**config.mk**
```make
export PLATFORM = sky130hd
export DESIGN_NAME = ai_formation_flat
export DESIGN_NICKNAME = d
export VERILOG_FILES = /design/src/rtl/ai_formation_if.sv /design/src/rtl/ai_formation.sv /design/src/flat_wrapper.sv
export SDC_FILE = /design/constraint.sdc
export NUM_CORES = 1
export LEC_CHECK = 0
export CORE_MARGIN = 3
export CORE_UTILIZATION = 25
export CTS_CLUSTER_DIAMETER = 30
export DETAILED_ROUTE_END_ITERATION = 7
export DONT_BUFFER_PORTS = 1
export HOLD_SLACK_MARGIN = 0.02
export MAX_ROUTING_LAYER = met4
export SETUP_SLACK_MARGIN = 0.3
export SLEW_MARGIN = 5
export SYNTH_ARGS = -nofsm -noshare
export SYNTH_HDL_FRONTEND = slang
export SYNTH_SLANG_ARGS = --single-unit
```
**constraint.sdc**
```tcl
create_clock -name i_clk_36MHz -period 5.2 [get_ports i_clk_36MHz]
set_input_delay 1.3 -clock i_clk_36MHz [delete_from_list [all_inputs] [get_ports i_clk_36MHz]]
set_output_delay 1.3 -clock i_clk_36MHz [all_outputs]
set_load 0.005 [all_outputs]
```
**src/rtl/ai_formation_if.sv**
```systemverilog
// Signal bundle between the alien formation block and its game logic:
// start/march control, player bullet position, and formation status.
interface ai_formation_if;
   logic        i_start;
   logic        i_enable;
   logic        i_bullet_active;
   logic [4:0]  i_bullet_x;
   logic [3:0]  i_bullet_y;
   logic        o_hit;
   logic [23:0] o_alive;
   logic [4:0]  o_form_x;
   logic [3:0]  o_form_y;
   logic        o_invaded;
   logic        o_cleared;

   modport master (
      output i_start, i_enable, i_bullet_active, i_bullet_x, i_bullet_y,
      input  o_hit, o_alive, o_form_x, o_form_y, o_invaded, o_cleared
   );

   modport slave (
      input  i_start, i_enable, i_bullet_active, i_bullet_x, i_bullet_y,
      output o_hit, o_alive, o_form_x, o_form_y, o_invaded, o_cleared
   );
endinterface

```
**src/rtl/ai_formation.sv**
```systemverilog
// 3x8 alien formation. It marches right and left, drops one row at each
// edge, and detects collisions with the player's bullet.
module ai_formation #(
   parameter int STEP_CYCLES = 9000000
) (
   input logic           i_clk_36MHz,
   input logic           i_reset,
   ai_formation_if.slave bus
);

   localparam int CNT_W = (STEP_CYCLES > 1) ? $clog2(STEP_CYCLES) : 1;
   localparam logic [CNT_W-1:0] CNT_MAX = CNT_W'(STEP_CYCLES - 1);

   typedef enum logic [2:0] {IDLE, RIGHT, LEFT, INVADED, CLEARED} state_t;

   state_t           state_q, state_d;
   logic [23:0]      alive_q, alive_d;
   logic [4:0]       form_x_q, form_x_d;
   logic [3:0]       form_y_q, form_y_d;
   logic [CNT_W-1:0] step_cnt_q, step_cnt_d;
   logic             hit_latch_q, hit_latch_d;
   logic             hit_q, hit_d;

   logic             marching;
   logic             step_tick;
   logic [5:0]       dx;
   logic [4:0]       dy;
   logic             col_ok, row_ok, target_alive, hit_cond;
   logic [4:0]       hit_idx;

   // Aliens sit on every other column, so the offset must be even and within 0..14.
   always_comb begin
      marching     = (state_q == RIGHT) || (state_q == LEFT);
      dx           = {1'b0, bus.i_bullet_x} - {1'b0, form_x_q};
      dy           = {1'b0, bus.i_bullet_y} - {1'b0, form_y_q};
      col_ok       = !dx[5] && (dx[4:0] <= 5'd14) && !dx[0];
      row_ok       = !dy[4] && (dy[3:0] <= 4'd2);
      hit_idx      = {dy[1:0], dx[3:1]};
      target_alive = row_ok ? alive_q[hit_idx] : 1'b0;
      hit_cond     = marching && bus.i_bullet_active && !hit_latch_q &&
                     col_ok && row_ok && target_alive;
      step_tick    = marching && bus.i_enable && (step_cnt_q == CNT_MAX);
   end

   always_comb begin
      state_d     = state_q;
      alive_d     = alive_q;
      form_x_d    = form_x_q;
      form_y_d    = form_y_q;
      step_cnt_d  = step_cnt_q;
      hit_latch_d = hit_latch_q;
      hit_d       = 1'b0;

      if (bus.i_start) begin
         state_d     = RIGHT;
         alive_d     = 24'hFFFFFF;
         form_x_d    = 5'd0;
         form_y_d    = 4'd1;
         step_cnt_d  = '0;
         hit_latch_d = 1'b0;
      end else if (marching) begin
         if (!bus.i_bullet_active) begin
            hit_latch_d = 1'b0;
         end
         if (hit_cond) begin
            alive_d[hit_idx] = 1'b0;
            hit_d            = 1'b1;
            hit_latch_d      = 1'b1;
         end

         if (bus.i_enable) begin
            step_cnt_d = step_tick ? '0 : step_cnt_q + 1'b1;
         end

         // Hit detection above uses the pre-step position; the move applies on the same edge.
         if (step_tick) begin
            if (state_q == RIGHT) begin
               if (form_x_q < 5'd17) begin
                  form_x_d = form_x_q + 5'd1;
               end else begin
                  form_y_d = form_y_q + 4'd1;
                  state_d  = LEFT;
               end
            end else begin
               if (form_x_q > 5'd0) begin
                  form_x_d = form_x_q - 5'd1;
               end else begin
                  form_y_d = form_y_q + 4'd1;
                  state_d  = RIGHT;
               end
            end
            if (form_y_d == 4'd12) begin
               state_d = INVADED;
            end
         end

         if (alive_d == 24'd0) begin
            state_d = CLEARED;
         end
      end
   end

   always_ff @(posedge i_clk_36MHz or posedge i_reset) begin
      if (i_reset) begin
         state_q     <= IDLE;
         alive_q     <= 24'd0;
         form_x_q    <= 5'd0;
         form_y_q    <= 4'd0;
         step_cnt_q  <= '0;
         hit_latch_q <= 1'b0;
         hit_q       <= 1'b0;
      end else begin
         state_q     <= state_d;
         alive_q     <= alive_d;
         form_x_q    <= form_x_d;
         form_y_q    <= form_y_d;
         step_cnt_q  <= step_cnt_d;
         hit_latch_q <= hit_latch_d;
         hit_q       <= hit_d;
      end
   end

   assign bus.o_hit     = hit_q;
   assign bus.o_alive   = alive_q;
   assign bus.o_form_x  = form_x_q;
   assign bus.o_form_y  = form_y_q;
   assign bus.o_invaded = (state_q == INVADED);
   assign bus.o_cleared = (state_q == CLEARED);

endmodule
```
**src/flat_wrapper.sv**
```systemverilog
// flat-port wrapper written by rule: the top's interface ports become plain ports
module ai_formation_flat 
#(
   parameter int STEP_CYCLES = 9000000
)
  (i_clk_36MHz, i_reset, bus_i_start, bus_i_enable, bus_i_bullet_active, bus_i_bullet_x, bus_i_bullet_y, bus_o_hit, bus_o_alive, bus_o_form_x, bus_o_form_y, bus_o_invaded, bus_o_cleared);
  ai_formation_if bus_i ();
  input logic i_clk_36MHz;
  input logic i_reset;
  input wire logic [$bits(bus_i.i_start)-1:0] bus_i_start;
  input wire logic [$bits(bus_i.i_enable)-1:0] bus_i_enable;
  input wire logic [$bits(bus_i.i_bullet_active)-1:0] bus_i_bullet_active;
  input wire logic [$bits(bus_i.i_bullet_x)-1:0] bus_i_bullet_x;
  input wire logic [$bits(bus_i.i_bullet_y)-1:0] bus_i_bullet_y;
  output wire logic [$bits(bus_i.o_hit)-1:0] bus_o_hit;
  output wire logic [$bits(bus_i.o_alive)-1:0] bus_o_alive;
  output wire logic [$bits(bus_i.o_form_x)-1:0] bus_o_form_x;
  output wire logic [$bits(bus_i.o_form_y)-1:0] bus_o_form_y;
  output wire logic [$bits(bus_i.o_invaded)-1:0] bus_o_invaded;
  output wire logic [$bits(bus_i.o_cleared)-1:0] bus_o_cleared;
  assign bus_i.i_start = bus_i_start;
  assign bus_i.i_enable = bus_i_enable;
  assign bus_i.i_bullet_active = bus_i_bullet_active;
  assign bus_i.i_bullet_x = bus_i_bullet_x;
  assign bus_i.i_bullet_y = bus_i_bullet_y;
  assign bus_o_hit = bus_i.o_hit;
  assign bus_o_alive = bus_i.o_alive;
  assign bus_o_form_x = bus_i.o_form_x;
  assign bus_o_form_y = bus_i.o_form_y;
  assign bus_o_invaded = bus_i.o_invaded;
  assign bus_o_cleared = bus_i.o_cleared;
  ai_formation #(.STEP_CYCLES(STEP_CYCLES)) u_core (.i_clk_36MHz(i_clk_36MHz), .i_reset(i_reset), .bus(bus_i));
endmodule
```
# After elaboration in Yosys (flattened, before gate mapping)
# Index checks and enable logic that the tools add are counted.
[classes]
add_sub_neg = 6
n_mul = 0
n_div = 0
magnitude_cmp = 6
n_eq_ne = 10
shifts = 0
n_mux = 44
bitwise_logic = 2
n_reduce_logical = 27
[ops]
columns = ["op", "n"]
rows = [
  ["$mux W24", 9],
  ["$mux W4", 9],
  ["$mux W5", 6],
  ["$add A24 B1 Y24 const B", 1],
  ["$and A24 B24 Y24", 1],
  ["$eq A24 B24 Y1 const B", 1],
  ["$logic_not A24 Y1", 1],
  ["$mux W3", 8],
  ["$not A24 Y24", 1],
  ["$logic_and A1 B1 Y1", 11],
  ["$mux W1", 10],
  ["$reduce_and A4 Y1", 2],
  ["$eq A3 B2 Y1 const B", 2],
  ["$lt A5 B6 Y1 const B", 1],
  ["$reduce_and A2 Y1", 3],
  ["$reduce_bool A2 Y1", 3],
  ["$reduce_bool A3 Y1", 2],
  ["$sub A5 B5 Y6", 1],
  ["$add A5 B1 Y5 const B", 1],
  ["$bmux W1 S5", 1],
  ["$demux W1 S5", 1],
  ["$ge A5 B1 Y1 const B", 1],
  ["$gt A5 B1 Y1 const B", 1],
  ["$le A5 B4 Y1 const B", 1],
  ["14 further kinds", 17],
]
[totals]
reg_bits = 62
latch_bits = 0
mem_bits_rw = 0
rom_bits = 0
out_inout_bits = 36
elab_cells = 102
n_memories = 0

# Longest topological paths before layout
[depth]
depth_word = 14
ltp_mapped = 13
mapped_depth_nobuf = 13

# Worst setup path before layout
# No wires, ideal clock.
[synth_path]
path_type = "input -> register"
start = "in bus_i_bullet_y[0]"
end = "reg u_core.state_q[0]"
setup_ns = 0.124
t_arrival_ns = 4.475
required_time_ns = 5.076
slack_ns = 0.601
cell_stages = 12
path_buffers = 0
cell_sequence = "inv_1 -> ha_1 -> inv_1 -> fa_1 -> a2111oi_4 -> nand3_2 -> or3_1 -> o41a_1 -> a2111oi_2 -> nand4_1 -> o41a_1 -> a211o_1"
[synth_between]
elab_chain_len = 14
word_cells_on_any_way = 27
[synth_rtl]
columns = ["element", "line_no", "source"]
rows = [
  ["start: declaration", "flat_wrapper.sv:14", "input wire logic [$bits(bus_i.i_bullet_y)-1:0] bus_i_bullet_y;"],
  ["$sub A4 B4 Y5 (*)", "ai_formation.sv:35", "dy = {1'b0, bus.i_bullet_y} - {1'b0, form_y_q};"],
  ["$lt A5 B6 Y1 (not written as such) / $ge A5 B1 Y1 (equally long branches)", "ai_formation.sv:66", "alive_d[hit_idx] = 1'b0;"],
  ["$logic_and A1 B1 Y1 (not written as such)", "ai_formation.sv:66", ""],
  ["$mux W1 (not written as such)", "ai_formation.sv:66", ""],
  ["$demux W1 S5", "-", ""],
  ["$not A24 Y24 (no line)", "-", ""],
  ["$and A24 B24 Y24 (no line)", "-", ""],
  ["$mux W24 (*)", "ai_formation.sv:65", "if (hit_cond) begin"],
  ["$mux W24 (*)", "ai_formation.sv:61", "end else if (marching) begin"],
  ["$mux W24 (*)", "ai_formation.sv:54", "if (bus.i_start) begin"],
  ["$logic_not A24 Y1 (*)", "ai_formation.sv:97", "if (alive_d == 24'd0) begin"],
  ["parallel branches: the longest is 3 deep, another holds $ne A5 B5 Y1", "-", ""],
  ["end signal: assignment", "ai_formation.sv:113", "state_q <= state_d;"],
  ["end: declaration", "ai_formation.sv:16", "state_t state_q, state_d;"],
]
# Mark *: on every way between the ends. The select of a mux whose other input is x is not followed.
# A chain may end at the register's enable or synchronous reset.

# Final worst setup path
# Ends and elaborated chain as after synthesis.

==> impl_metrics.ini <==
[status]
status = finished, final reports clean

[floorplanning]
die_y_um = 132
die_width_um = 132
core_um2 = 15400
num_rows = 45
die-area_um2 = 17400
start_util_pct = 25.8
ios = 50

[detailed_routing]
ant_nets = 0
routed_wl_mm = 10.6
drt-initial-drc-count = 366
viasPerCell = 5.12
avgRoutedWirePerCell_um = 16.0
drtPass1Iterations = 5
drc = 0
num_vias = 3417

[logic_synthesis]
syn-num-nets = 472
yosysWarnings = 0
netlist_area_um2 = 3970
synth-edff-count = 0
ys_async_sr_fraction_pct = 100
synthCells = 441
syn_avg_cell_area_um2 = 9.00
synth-seq-cells = 62
synth_ff_type = dfrtp_1
yosysUniqueCellTypes = 61
ys_seq_area_share_pct = 39.1

[cells_and_area]
fillers = 1614
syn_to_final_growth_pct = 14.1
design_area_um2 = 4530
nNetsFinal = 482
drive_above_1_share_pct = 10.3
n_antenna_cell = 0
final_util_pct = 29.5

[setup_path]
path_cells = inv_1 > ha_1 > inv_1 > fa_1 > a2111oi_4 > nand3_2 > or3_1 > o41a_1 > a2111oi_2 > nand4_1 > o41a_1 > a211o_1
slowest_delay_ps = 540
cp_data_arrival_time_ps = 4740
crit_type = in -> reg
path_buf_inv = 2
path_max_fanout = 7
critPathCaptureType = register
crit_slowest_cell = fa_1
crit_family = compound AO/OA/AOI/OAI gates
start_kind = primary input
cp_data_required_time_ps = 5420

[power]
p_sw_uw = 272
max-vdd-ir-drop_mv = 0.142
p_per_area_nw_per_um2 = 246
swShare_pct = 24.4
seqPwrFrac_pct = 43.7
internal_power_uw = 841
cellLeakagePower_nw = 1.66
combinationalPowerShare_pct = 7.0
pwr-share-clk_pct = 49.3

[cts]
cts_sinks = 62
post_cts_buffers = 0
root_buffer = clkbuf_16
clkTransAtPathRegs_ps = 60
h-tree-depth = 3
cts_tree = yes
cts_resized = 0
ctsLongestPathBuffers = 2
numCtsBuffers = 9
cts_hold_buf = 0
clk_latency_ps = 330

[timing]
slew_headroom_pct = 45.1
grt_setup_unrepaired = no
setup_viol = 0
setup_tns_ps = 0
slew_violations = 0
fin_skew_ps = 5.94
worst_pin_slew_ps = 823
fmax_ghz = 0.221
min_period_ps = 4530
fin_crit_sh_pct = 87.0
hold_viol = 0
hold_slack_ps = 526

[job]
max_cap_violations = 0

[global_route]
grt.total_usage_pct = 12.9
antenna_found_initial = 0
grt_max_degree = 63
grt_overflow = 0
grt_pass1_vias = 3403
grt_pass1_wl_mm = 17.7

[place]
dpl.hpwl_mm = 7.96
port_buffers = 0
placed_area_um2 = 4260
globalplace.congestion = 0.962

[worst_hold_path]
hold_class = reg -> reg
-- layer usage --
layer,share of wire (%),track usage [%]
met1,43,15.6
met2,48,20.6
met3,7.5,3.78
met4,1.4,4.20
met5,0,-
-- path summary, 6_finish.rpt --
kind	from	endpoint	slack, ps	cells past startpoint
setup / recovery	bus_i_bullet_y[0]	u_core.state_q[0]	670	12
min in group asynchronous	i_reset	u_core.bus.o_alive[13]	1090	2
hold reg to reg	u_core.hit_latch_q	u_core.hit_latch_q	530	2
max in group asynchronous	i_reset	u_core.bus.o_form_y[3]	3570	2
hold / removal	u_core.hit_latch_q	u_core.hit_latch_q	530	2
setup reg to reg	u_core.bus.o_form_y[0]	u_core.state_q[0]	1120	11
-- stage by stage --
step                      std cells  power, mW  setup slack, ps
final                           667       1.11              675
after global routing            667       1.16              481
after CTS                       667       1.12              701
after detailed placement        651      0.573              372
after global placement          651      0.571              450
after floorplan                 441      0.556              601
-- cell type report --
cell class              instances  area (um^2)  share of cell area, %
clock buffers                  12          246                   5.44
inverters                      23         86.3                   1.91
well taps                     211          264                   5.83
multi-input cells             347         2300                   50.7
flip-flops and latches         62         1550                   34.3
repair buffers                  8         60.1                   1.33
clock inverters                 4         22.5                  0.497
-- cells by family after synthesis --
logic type	Yosys count	synth area share, %
AOI/OAI and AO/OA	85	15.6
xor gates and xnor gates	31	6.84
adders and majority gates	17	5.93
buffers and inverters	32	3.06
DFF	62	39.1
muxes	8	3.31
and+or+nand+nor	206	26.2
-- power groups by stage --
| stage | Combinational [mW] | Clock (mW) | Sequential (mW) |
|---|---|---|---|
| 2_1_floorplan | 0.0618 | 0 | 0.494 |
| 3_3_place_gp | 0.0765 | 0 | 0.495 |
| 3_5_place_dp | 0.0779 | 0 | 0.495 |
| 4_1_cts | 0.0782 | 0.559 | 0.486 |
| 5_1_grt | 0.0876 | 0.583 | 0.486 |
| 6_report | 0.0785 | 0.548 | 0.487 |
-- cells in the final DEF (no fill, tap or decap), drive strengths merged, types with 3 or more instances in the layout --
cell type / Yosys / final
dfrtp: 62 / 62
nor2: 57 / 57
nand2: 49 / 49
inv: 23 / 23
nand3: 20 / 20
a21o: 19 / 19
xnor2: 17 / 17
o21ai: 17 / 17
a21oi: 16 / 16
xor2: 14 / 14
ha: 14 / 14
clkbuf: 8 / 12
nor3: 11 / 11
nand4: 10 / 10
nand2b: 9 / 9
or3: 8 / 8
buf: 1 / 8
and3: 7 / 7
nor2b: 6 / 6
or2: 6 / 6
a31oi: 5 / 5
nor4: 5 / 5
nand3b: 4 / 4
mux4: 4 / 4
or4: 4 / 4
a2111oi: 4 / 4
nor4b: 3 / 3
mux2i: 3 / 3
fa: 3 / 3
clkinv: 0 / 3
and2: 3 / 3
a211oi: 3 / 3
-- cells in the mapped netlist (5+ instances only) --
library cell | number | area share, %
xor2_1 | 14 | 3.1
xnor2_1 | 17 | 3.8
a21oi_1 | 16 | 2.0
ha_1 | 14 | 4.4
and3_1 | 7 | 1.1
inv_1 | 21 | 2.0
nand2b_1 | 9 | 1.4
nor3_1 | 10 | 1.3
nand4_1 | 10 | 1.6
nand3_1 | 18 | 2.3
or2_2 | 6 | 0.95
nor2_1 | 57 | 5.4
nor2b_1 | 6 | 0.95
nand2_1 | 49 | 4.6
o21ai_0 | 16 | 2.0
dfrtp_1 | 62 | 39
or3_1 | 8 | 1.3
a21o_1 | 19 | 3.6
clkbuf_1 | 8 | 0.76
a31oi_1 | 5 | 0.79
-- worst reg2reg max path: cells and delay by family (launching register included) --
| kind | cells | cell delay [ps] |
|---|---|---|
| AOI/OAI and AO/OA | 5 | 1900 |
| adders and majority gates | 2 | 790 |
| and+or+nand+nor | 3 | 730 |
| DFF | 1 | 470 |
| buffers and inverters | 1 | 80 |
-- state kept, by name, summed over array words and instances, names as in the netlist --
register	count
u_core.bus.o_form_y	4
u_core.bus.o_form_x	5
u_core.state_q	3
u_core.step_cnt_q	24
u_core.bus.o_hit	1
u_core.hit_latch_q	1
u_core.bus.o_alive	24
Power figures use the tool's default switching activity.
